`config.mk`:
```
export PLATFORM = sky130hd
export DESIGN_NAME = bch_syndrome_p32_flat
export DESIGN_NICKNAME = d
export VERILOG_FILES = /design/src/rtl/bch_pkg.sv /design/src/rtl/bch_syndrome_p32_if.sv /design/src/rtl/bch_syn_acc.sv /design/src/rtl/bch_syndrome_p32.sv /design/src/flat_wrapper.sv
export SDC_FILE = /design/constraint.sdc
export NUM_CORES = 1
export LEC_CHECK = 0
export CAP_MARGIN = 20
export CORE_UTILIZATION = 50
export DETAILED_ROUTE_END_ITERATION = 6
export HOLD_SLACK_MARGIN = 0.08
export PLACE_DENSITY_LB_ADDON = 0.25
export SLEW_MARGIN = 0
export SYNTH_ARGS = -nofsm -noshare
export SYNTH_HDL_FRONTEND = slang
export SYNTH_SLANG_ARGS = --single-unit
```
`constraint.sdc`:
```
create_clock -name clk -period 5.4 [get_ports clk]
set_input_delay 0.54 -clock clk [delete_from_list [all_inputs] [get_ports clk]]
set_output_delay 0.54 -clock clk [all_outputs]
set_load 0.01 [all_outputs]
```
`src/rtl/bch_pkg.sv`:
```
// GF(2^13) constants and constant-multiply helpers for the BCH(8191,8087) syndrome stage.
// Pure functions only; no latency and no flow control.
package bch_pkg;

  localparam int M     = 13;
  localparam int N     = 8191;
  localparam int P     = 32;
  localparam int T     = 8;
  localparam int WORDS = 256;
  localparam logic [M-1:0] POLY = 13'h001B;

  function automatic logic [M-1:0] gf_mul_alpha(input logic [M-1:0] a);
    logic [M-1:0] sh;
    sh = {a[M-2:0], 1'b0};
    return a[M-1] ? (sh ^ POLY) : sh;
  endfunction

  function automatic logic [M-1:0] gf_alpha_pow(input int exp);
    logic [M-1:0] v;
    int e;
    e = exp % N;
    if (e < 0) e = e + N;
    v = 1;
    for (int i = 0; i < e; i++) v = gf_mul_alpha(v);
    return v;
  endfunction

  // Column b holds alpha^(exp+b), so multiplying this matrix by a gives a*alpha^exp.
  function automatic logic [M*M-1:0] gf_const_mat(input int exp);
    logic [M*M-1:0] mat;
    logic [M-1:0]   v;
    v = gf_alpha_pow(exp);
    for (int b = 0; b < M; b++) begin
      mat[b*M +: M] = v;
      v = gf_mul_alpha(v);
    end
    return mat;
  endfunction

  function automatic logic [M-1:0] gf_mat_mul(input logic [M*M-1:0] mat, input logic [M-1:0] a);
    logic [M-1:0] res;
    res = '0;
    for (int b = 0; b < M; b++) begin
      if (a[b]) res = res ^ mat[b*M +: M];
    end
    return res;
  endfunction

  function automatic logic [M-1:0] gf_mul_const(input logic [M-1:0] a, input int exp);
    return gf_mat_mul(gf_const_mat(exp), a);
  endfunction

  // Squaring spreads bit b to degree 2b, then reduces degrees 24..13 by p(x).
  function automatic logic [M-1:0] gf_sq(input logic [M-1:0] a);
    logic [2*M-2:0] t;
    t = '0;
    for (int b = 0; b < M; b++) t[2*b] = a[b];
    for (int d = 2*M-2; d >= M; d--) begin
      if (t[d]) t[d -: M+1] = t[d -: M+1] ^ {1'b1, POLY};
    end
    return t[M-1:0];
  endfunction

endpackage

```
`src/rtl/bch_syndrome_p32_if.sv`:
```
// Received-bit lanes into the syndrome stage and the 16 syndromes out of it.
// Plain wires, no handshake: one 32-bit word per clock, outputs held after the last word.
interface bch_syndrome_p32_if;
  import bch_pkg::*;

  logic r0,  r1,  r2,  r3,  r4,  r5,  r6,  r7,  r8,  r9,  r10, r11, r12, r13, r14, r15;
  logic r16, r17, r18, r19, r20, r21, r22, r23, r24, r25, r26, r27, r28, r29, r30, r31;
  logic [M-1:0] S1, S2,  S3,  S4,  S5,  S6,  S7,  S8;
  logic [M-1:0] S9, S10, S11, S12, S13, S14, S15, S16;

  modport master (
    output r0,  r1,  r2,  r3,  r4,  r5,  r6,  r7,  r8,  r9,  r10, r11, r12, r13, r14, r15,
           r16, r17, r18, r19, r20, r21, r22, r23, r24, r25, r26, r27, r28, r29, r30, r31,
    input  S1, S2, S3, S4, S5, S6, S7, S8, S9, S10, S11, S12, S13, S14, S15, S16
  );

  modport slave (
    input  r0,  r1,  r2,  r3,  r4,  r5,  r6,  r7,  r8,  r9,  r10, r11, r12, r13, r14, r15,
           r16, r17, r18, r19, r20, r21, r22, r23, r24, r25, r26, r27, r28, r29, r30, r31,
    output S1, S2, S3, S4, S5, S6, S7, S8, S9, S10, S11, S12, S13, S14, S15, S16
  );

endinterface

```
`src/rtl/bch_syn_acc.sv`:
```
// One odd-syndrome Horner accumulator: A <= A*alpha^(P*J) ^ sum_k r_k*alpha^(J*k).
// One word per clock when en is high; holds when en is low; no backpressure.
module bch_syn_acc #(
  parameter int J = 1,
  parameter int P = 32
) (
  input  logic                clk,
  input  logic                reset,
  input  logic                en,
  input  logic [P-1:0]        r,
  output logic [bch_pkg::M-1:0] acc
);
  import bch_pkg::*;

  function automatic logic [P*M-1:0] in_vecs();
    logic [P*M-1:0] t;
    logic [M-1:0]   v;
    v = 1;
    for (int k = 0; k < P; k++) begin
      t[k*M +: M] = v;
      v = gf_mul_const(v, J);
    end
    return t;
  endfunction

  localparam logic [P*M-1:0] IN_VECS = in_vecs();
  localparam logic [M*M-1:0] FB_MAT  = gf_const_mat(P * J);

  logic [M-1:0] acc_q, acc_d, in_sum;

  always_comb begin
    in_sum = '0;
    for (int k = 0; k < P; k++) begin
      if (r[k]) in_sum = in_sum ^ IN_VECS[k*M +: M];
    end
    acc_d = en ? (gf_mat_mul(FB_MAT, acc_q) ^ in_sum) : acc_q;
  end

  always_ff @(posedge clk) begin
    if (!reset) acc_q <= '0;
    else        acc_q <= acc_d;
  end

  assign acc = acc_q;

endmodule

```
`src/rtl/bch_syndrome_p32.sv`:
```
// BCH(8191,8087) t=8 syndrome stage: 256 words of 32 bits in, S1..S16 final after the 256th word.
// No handshake; accumulators freeze after word 255 until the next reset.
module bch_syndrome_p32 import bch_pkg::*; (
  input  logic              clk,
  input  logic              reset,
  bch_syndrome_p32_if.slave bus
);

  logic [8:0]   cnt_q, cnt_d;
  logic         run;
  logic [P-1:0] r_vec;
  logic [M-1:0] s_odd [T];
  logic [M-1:0] s2, s4, s6, s8, s10, s12, s14, s16;

  // The source keeps driving after the last word, so counting stops at WORDS.
  always_comb begin
    run   = (cnt_q != 9'(WORDS));
    cnt_d = run ? (cnt_q + 9'd1) : cnt_q;
  end

  always_ff @(posedge clk) begin
    if (!reset) cnt_q <= '0;
    else        cnt_q <= cnt_d;
  end

  assign r_vec = {bus.r31, bus.r30, bus.r29, bus.r28, bus.r27, bus.r26, bus.r25, bus.r24,
                  bus.r23, bus.r22, bus.r21, bus.r20, bus.r19, bus.r18, bus.r17, bus.r16,
                  bus.r15, bus.r14, bus.r13, bus.r12, bus.r11, bus.r10, bus.r9,  bus.r8,
                  bus.r7,  bus.r6,  bus.r5,  bus.r4,  bus.r3,  bus.r2,  bus.r1,  bus.r0};

  for (genvar g = 0; g < T; g++) begin : g_acc
    bch_syn_acc #(
      .J (2*g + 1),
      .P (P)
    ) u_acc (
      .clk   (clk),
      .reset (reset),
      .en    (run),
      .r     (r_vec),
      .acc   (s_odd[g])
    );
  end

  // Even syndromes are squares of lower ones: S_2j = S_j^2.
  assign s2  = gf_sq(s_odd[0]);
  assign s4  = gf_sq(s2);
  assign s6  = gf_sq(s_odd[1]);
  assign s8  = gf_sq(s4);
  assign s10 = gf_sq(s_odd[2]);
  assign s12 = gf_sq(s6);
  assign s14 = gf_sq(s_odd[3]);
  assign s16 = gf_sq(s8);

  assign bus.S1  = s_odd[0];
  assign bus.S2  = s2;
  assign bus.S3  = s_odd[1];
  assign bus.S4  = s4;
  assign bus.S5  = s_odd[2];
  assign bus.S6  = s6;
  assign bus.S7  = s_odd[3];
  assign bus.S8  = s8;
  assign bus.S9  = s_odd[4];
  assign bus.S10 = s10;
  assign bus.S11 = s_odd[5];
  assign bus.S12 = s12;
  assign bus.S13 = s_odd[6];
  assign bus.S14 = s14;
  assign bus.S15 = s_odd[7];
  assign bus.S16 = s16;

endmodule

```
`src/flat_wrapper.sv`:
```
// flat-port wrapper written by rule: the top's interface ports become plain ports
module bch_syndrome_p32_flat import bch_pkg::*;
  (clk, reset, bus_r0, bus_r1, bus_r2, bus_r3, bus_r4, bus_r5, bus_r6, bus_r7, bus_r8, bus_r9, bus_r10, bus_r11, bus_r12, bus_r13, bus_r14, bus_r15, bus_r16, bus_r17, bus_r18, bus_r19, bus_r20, bus_r21, bus_r22, bus_r23, bus_r24, bus_r25, bus_r26, bus_r27, bus_r28, bus_r29, bus_r30, bus_r31, bus_S1, bus_S2, bus_S3, bus_S4, bus_S5, bus_S6, bus_S7, bus_S8, bus_S9, bus_S10, bus_S11, bus_S12, bus_S13, bus_S14, bus_S15, bus_S16);
  bch_syndrome_p32_if bus_i ();
  input  logic clk;
  input  logic reset;
  input wire logic [$bits(bus_i.r0)-1:0] bus_r0;
  input wire logic [$bits(bus_i.r1)-1:0] bus_r1;
  input wire logic [$bits(bus_i.r2)-1:0] bus_r2;
  input wire logic [$bits(bus_i.r3)-1:0] bus_r3;
  input wire logic [$bits(bus_i.r4)-1:0] bus_r4;
  input wire logic [$bits(bus_i.r5)-1:0] bus_r5;
  input wire logic [$bits(bus_i.r6)-1:0] bus_r6;
  input wire logic [$bits(bus_i.r7)-1:0] bus_r7;
  input wire logic [$bits(bus_i.r8)-1:0] bus_r8;
  input wire logic [$bits(bus_i.r9)-1:0] bus_r9;
  input wire logic [$bits(bus_i.r10)-1:0] bus_r10;
  input wire logic [$bits(bus_i.r11)-1:0] bus_r11;
  input wire logic [$bits(bus_i.r12)-1:0] bus_r12;
  input wire logic [$bits(bus_i.r13)-1:0] bus_r13;
  input wire logic [$bits(bus_i.r14)-1:0] bus_r14;
  input wire logic [$bits(bus_i.r15)-1:0] bus_r15;
  input wire logic [$bits(bus_i.r16)-1:0] bus_r16;
  input wire logic [$bits(bus_i.r17)-1:0] bus_r17;
  input wire logic [$bits(bus_i.r18)-1:0] bus_r18;
  input wire logic [$bits(bus_i.r19)-1:0] bus_r19;
  input wire logic [$bits(bus_i.r20)-1:0] bus_r20;
  input wire logic [$bits(bus_i.r21)-1:0] bus_r21;
  input wire logic [$bits(bus_i.r22)-1:0] bus_r22;
  input wire logic [$bits(bus_i.r23)-1:0] bus_r23;
  input wire logic [$bits(bus_i.r24)-1:0] bus_r24;
  input wire logic [$bits(bus_i.r25)-1:0] bus_r25;
  input wire logic [$bits(bus_i.r26)-1:0] bus_r26;
  input wire logic [$bits(bus_i.r27)-1:0] bus_r27;
  input wire logic [$bits(bus_i.r28)-1:0] bus_r28;
  input wire logic [$bits(bus_i.r29)-1:0] bus_r29;
  input wire logic [$bits(bus_i.r30)-1:0] bus_r30;
  input wire logic [$bits(bus_i.r31)-1:0] bus_r31;
  output wire logic [$bits(bus_i.S1)-1:0] bus_S1;
  output wire logic [$bits(bus_i.S2)-1:0] bus_S2;
  output wire logic [$bits(bus_i.S3)-1:0] bus_S3;
  output wire logic [$bits(bus_i.S4)-1:0] bus_S4;
  output wire logic [$bits(bus_i.S5)-1:0] bus_S5;
  output wire logic [$bits(bus_i.S6)-1:0] bus_S6;
  output wire logic [$bits(bus_i.S7)-1:0] bus_S7;
  output wire logic [$bits(bus_i.S8)-1:0] bus_S8;
  output wire logic [$bits(bus_i.S9)-1:0] bus_S9;
  output wire logic [$bits(bus_i.S10)-1:0] bus_S10;
  output wire logic [$bits(bus_i.S11)-1:0] bus_S11;
  output wire logic [$bits(bus_i.S12)-1:0] bus_S12;
  output wire logic [$bits(bus_i.S13)-1:0] bus_S13;
  output wire logic [$bits(bus_i.S14)-1:0] bus_S14;
  output wire logic [$bits(bus_i.S15)-1:0] bus_S15;
  output wire logic [$bits(bus_i.S16)-1:0] bus_S16;
  assign bus_i.r0 = bus_r0;
  assign bus_i.r1 = bus_r1;
  assign bus_i.r2 = bus_r2;
  assign bus_i.r3 = bus_r3;
  assign bus_i.r4 = bus_r4;
  assign bus_i.r5 = bus_r5;
  assign bus_i.r6 = bus_r6;
  assign bus_i.r7 = bus_r7;
  assign bus_i.r8 = bus_r8;
  assign bus_i.r9 = bus_r9;
  assign bus_i.r10 = bus_r10;
  assign bus_i.r11 = bus_r11;
  assign bus_i.r12 = bus_r12;
  assign bus_i.r13 = bus_r13;
  assign bus_i.r14 = bus_r14;
  assign bus_i.r15 = bus_r15;
  assign bus_i.r16 = bus_r16;
  assign bus_i.r17 = bus_r17;
  assign bus_i.r18 = bus_r18;
  assign bus_i.r19 = bus_r19;
  assign bus_i.r20 = bus_r20;
  assign bus_i.r21 = bus_r21;
  assign bus_i.r22 = bus_r22;
  assign bus_i.r23 = bus_r23;
  assign bus_i.r24 = bus_r24;
  assign bus_i.r25 = bus_r25;
  assign bus_i.r26 = bus_r26;
  assign bus_i.r27 = bus_r27;
  assign bus_i.r28 = bus_r28;
  assign bus_i.r29 = bus_r29;
  assign bus_i.r30 = bus_r30;
  assign bus_i.r31 = bus_r31;
  assign bus_S1 = bus_i.S1;
  assign bus_S2 = bus_i.S2;
  assign bus_S3 = bus_i.S3;
  assign bus_S4 = bus_i.S4;
  assign bus_S5 = bus_i.S5;
  assign bus_S6 = bus_i.S6;
  assign bus_S7 = bus_i.S7;
  assign bus_S8 = bus_i.S8;
  assign bus_S9 = bus_i.S9;
  assign bus_S10 = bus_i.S10;
  assign bus_S11 = bus_i.S11;
  assign bus_S12 = bus_i.S12;
  assign bus_S13 = bus_i.S13;
  assign bus_S14 = bus_i.S14;
  assign bus_S15 = bus_i.S15;
  assign bus_S16 = bus_i.S16;
  bch_syndrome_p32 u_core (.clk(clk), .reset(reset), .bus(bus_i));
endmodule
```
==> results.txt <==
The post-synthesis register bit count came out at 113. The number of hold-slack violations in the final timing report came out at 0. The maximum level of the CTS H-tree came out at 4. The final-layout fill cell count came out at 2740. The final reports fail on design-rule violations. The portion of the post-synthesis area used by sequential elements is 14.1%. STA classifies the critical path startpoint as a flip-flop. For this configuration, the core starts out at a cell density of between 50% and 60%.

The multi-input logic area is 13100 µm². The global router's overall resource usage came out at roughly 36%. STA classifies the critical path endpoint as a primary output. The area of the core is ~32000 µm². Global routing finished with a remaining overflow of 0.

Data on the critical path is required at its endpoint by 4.86 ns. The highest metal layer carrying signal wires in the routed design is met4. The pin count of the biggest net entering global routing came out at 78. The remaining number of nets flagged by the antenna check after routing is 0. The critical path is of the flip-flop to primary output type. Among cell families on the critical path, the largest total delay comes from XOR/XNOR gates.

The final estimated routing congestion in global placement is approximately 1.0. In the final routing, the length of wire on met1 measures 24000 µm. The capturing point of the worst reg2reg path is u_core.g_acc[3].u_acc.acc[2]$_SDFFE_PN0P_. The total of max-cap violations is 0. The number of nets in the synthesized netlist came out at roughly 1600. The worst path buffer plus inverter count is 1. The hold buffer count at CTS came out at 0. The worst path uses 76.4% of the clock period. The HPWL reported at the end of detailed placement came out at ~45000 µm. The final routed wire length divided by cell count came out at approximately 27 µm. The die is 181 µm wide.

The mean number of vias per cell came out at 5.63. The number of buffers inserted during clock tree synthesis came out at 17. The first detailed-routing pass took 7 iterations.

After the first detailed-routing iteration, the DRC count stood at 1393. The summed negative setup slack over all endpoints came out at 0 ns. The total setup violations reported at the end of the flow is 0. The fmax is roughly 240 MHz. Summing over every cut layer, the via total after detailed routing is 12400. Buffers added to address setup during post-CTS repair amount to 0.

The number of warnings issued by yosys is 0. The final core area utilization came out at 61.0%. The count of inserted antenna diode cells came out at 0. The beginning of the worst register-to-register path is u_core.g_acc[3].u_acc.acc[10]$_SDFFE_PN0P_.

The met3 wirelength from detailed routing is 6360 µm. TritonCTS built the clock tree. Traced cell by cell, the critical path runs through xor3_2 -> xor3_2 -> xnor2_4 -> xnor2_2 -> xnor2_2 -> xnor2_1 -> clkdlybuf4s50_1. For the worst setup path, the data arrival time is 3.59 ns.

The post-synthesis instance total is between 1500 and 2000. The stage delay of the slowest cell on the critical path came out at 0.78 ns. The sequential cell area in the final layout came out at 2260 µm².

The slack of the critical path is 1.27 ns. The detailed-route DRC error count is 2. Setup repair after global routing left no endpoint under its margin.

Of all nets on the critical path, the largest fanout is 12. The count of unique library cells instantiated by Yosys came out at 40. The clock insertion delay at the later pin of the skew report came out at ~0.45 ns. In the final design database the tool counted around 1800 nets. In this run the worst setup path begins at u_core.g_acc[0].u_acc.acc[12]$_SDFFE_PN0P_. The critical path ends at bus_S16[4]. The max-slew violation count was 0. OpenSTA, run right after detailed placement, puts the worst setup slack at 1.43 ns. In this run the cell area of the synthesized design comes to 16100 µm². The critical path crosses 7 cells after its start point.

The count of cells resized by post-cts repair is 0. The vertical die dimension came out at 181 µm. The per-instance average area after synthesis came out at 10.0 µm².

The total met2 wirelength after detailed routing came out at 25100 µm. The post-route clock skew came out at 0.0131 ns. The slowest cell on the critical path is dfxtp_1. The total length of routed wires is 58300 µm. The number of antenna violations at the first check in global routing is 0.

The area added between synthesis and finish is 19.8%. The top cell types in the final layout, fill and taps aside, are xnor2_1, clkdlybuf4s50_1, xor2_1. The number of buffers on the longest clock path came out at 2. The wire length of the first global-routing pass is ~84000 µm.

The clock sink count is ~110. In this run the clock root is driven by a clkbuf_16. The number of global-route vias before repair was 11900. The clock slew at the register clock pins of the worst setup and hold paths is 0.06 ns.

In this run the tightest slew margin relative to its limit is 19.4%. The internal reg-to-reg setup slack came out at 2.62 ns. The number of cells on the worst reg-to-reg path is 6.

The number of top-level pins is 242. The tightest min-delay check is of the flip-flop to flip-flop type. Leaving out fill and tap cells, the most frequent cell in the layout is xnor2_1. The final critical delay including setup and external delays came out at 4.13 ns.

The worst hold margin came out at 0.483 ns. The number of buffer cells added on primary ports came out at between 200 and 250. The die outline area is 32800 µm². The cell row count came out at 65.

At the pin with the least slew margin, the transition time is 1.21 ns. The share of cells above drive strength 1 is 6.81%. The run finished, with violations left.
metrics by stage:
stage                     std cells  instance area (µm²)
final                          2194                19200
after global routing           2194                19200
after CTS                      2194                19200
after detailed placement       2162                18700
after global placement         2161                18600
after floorplan                1603                16100
registers in the layout, summed over array words and instances (netlist names):
name / count
u_core.cnt_q: 9
u_core.g_acc.u_acc.acc: 104
cell usage after synthesis:
library cell | n | area share [%]
xnor2_1 | 661 | 36
xor2_1 | 213 | 12
xnor3_1 | 116 | 16
dfxtp_1 | 113 | 14
nand2_1 | 76 | 1.8
nor2_1 | 67 | 1.6
clkbuf_1 | 55 | 1.3
a21oi_1 | 47 | 1.5
a211oi_1 | 44 | 2.1
buf_2 | 36 | 1.1
xor3_1 | 22 | 3.3
buf_4 | 21 | 0.98
xnor2_2 | 20 | 2.0
o21ai_0 | 18 | 0.56
inv_1 | 17 | 0.40
or3_1 | 13 | 0.51
xnor2_4 | 8 | 1.4
xor2_2 | 8 | 0.81
buf_1 | 7 | 0.16
buf_6 | 7 | 0.49
nand3_1 | 6 | 0.19
nor3_1 | 4 | 0.12
a311oi_1 | 2 | 0.11
ha_1 | 2 | 0.16
or2_2 | 2 | 0.078
xnor3_2 | 2 | 0.30
xor2_4 | 2 | 0.34
xor3_2 | 2 | 0.31
and2_1 | 1 | 0.039
and3_1 | 1 | 0.039
and4_1 | 1 | 0.055
clkbuf_2 | 1 | 0.031
inv_2 | 1 | 0.023
mux2_2 | 1 | 0.070
nand4_1 | 1 | 0.039
nor4_1 | 1 | 0.039
o211ai_1 | 1 | 0.047
o21a_1 | 1 | 0.047
o21ba_2 | 1 | 0.062
or4b_1 | 1 | 0.062
kinds of logic (layout without fill, tap and decap cells):
kind of cell | count (synthesis) | after routing | share of synthesized area (%)
xor gates and xnor gates | 1054 | 1054 | 72.3
and+or+nand+nor | 174 | 174 | 4.51
buffers and inverters | 145 | 334 | 4.49
AOI/OAI and AO/OA | 114 | 114 | 4.35
DFF | 113 | 113 | 14.1
adders and majority gates | 2 | 2 | 0.156
muxes | 1 | 1 | 0.0701
tightest hold or removal path: cells and delay by family, from the launching register on:
kind,cells,cell delay (ns)
AOI/OAI and AO/OA,1,0.05
DFF,1,0.33
and+or+nand+nor,1,0.06
per-layer routing:
metal | vias to the layer above | GRT usage [%]
li1 | 5425 | -
met1 | 5967 | 48.1
met2 | 788 | 53.8
met3 | 174 | 9.11
met4 | 0 | 15.7
met5 | - | 0
worst min path at each step:
stage                                              start  cells after the start                                   endpoint
6_report       u_core.g_acc[7].u_acc.acc[6]$_SDFFE_PN0P_                      2  u_core.g_acc[7].u_acc.acc[6]$_SDFFE_PN0P_
5_1_grt        u_core.g_acc[7].u_acc.acc[6]$_SDFFE_PN0P_                      2  u_core.g_acc[7].u_acc.acc[6]$_SDFFE_PN0P_
4_1_cts        u_core.g_acc[7].u_acc.acc[6]$_SDFFE_PN0P_                      2  u_core.g_acc[7].u_acc.acc[6]$_SDFFE_PN0P_
3_5_place_dp   u_core.g_acc[7].u_acc.acc[6]$_SDFFE_PN0P_                      2  u_core.g_acc[7].u_acc.acc[6]$_SDFFE_PN0P_
3_3_place_gp                u_core.cnt_q[1]$_SDFFE_PN0P_                      2               u_core.cnt_q[1]$_SDFFE_PN0P_
2_1_floorplan               u_core.cnt_q[1]$_SDFFE_PN0P_                      2               u_core.cnt_q[1]$_SDFFE_PN0P_
layout make-up:
cell class / count / area share [%]
clock inverter: 13 / 0.786
clock buffer: 19 / 2.30
sequential: 113 / 11.8
inverter: 18 / 0.357
multi-input combinational: 1345 / 67.9
tap: 402 / 2.61
timing repair buffer: 284 / 14.2
Power is left out: the tool's default activity adds up to more than one toggle a clock period on the data nets, which glitch-free logic cannot reach.
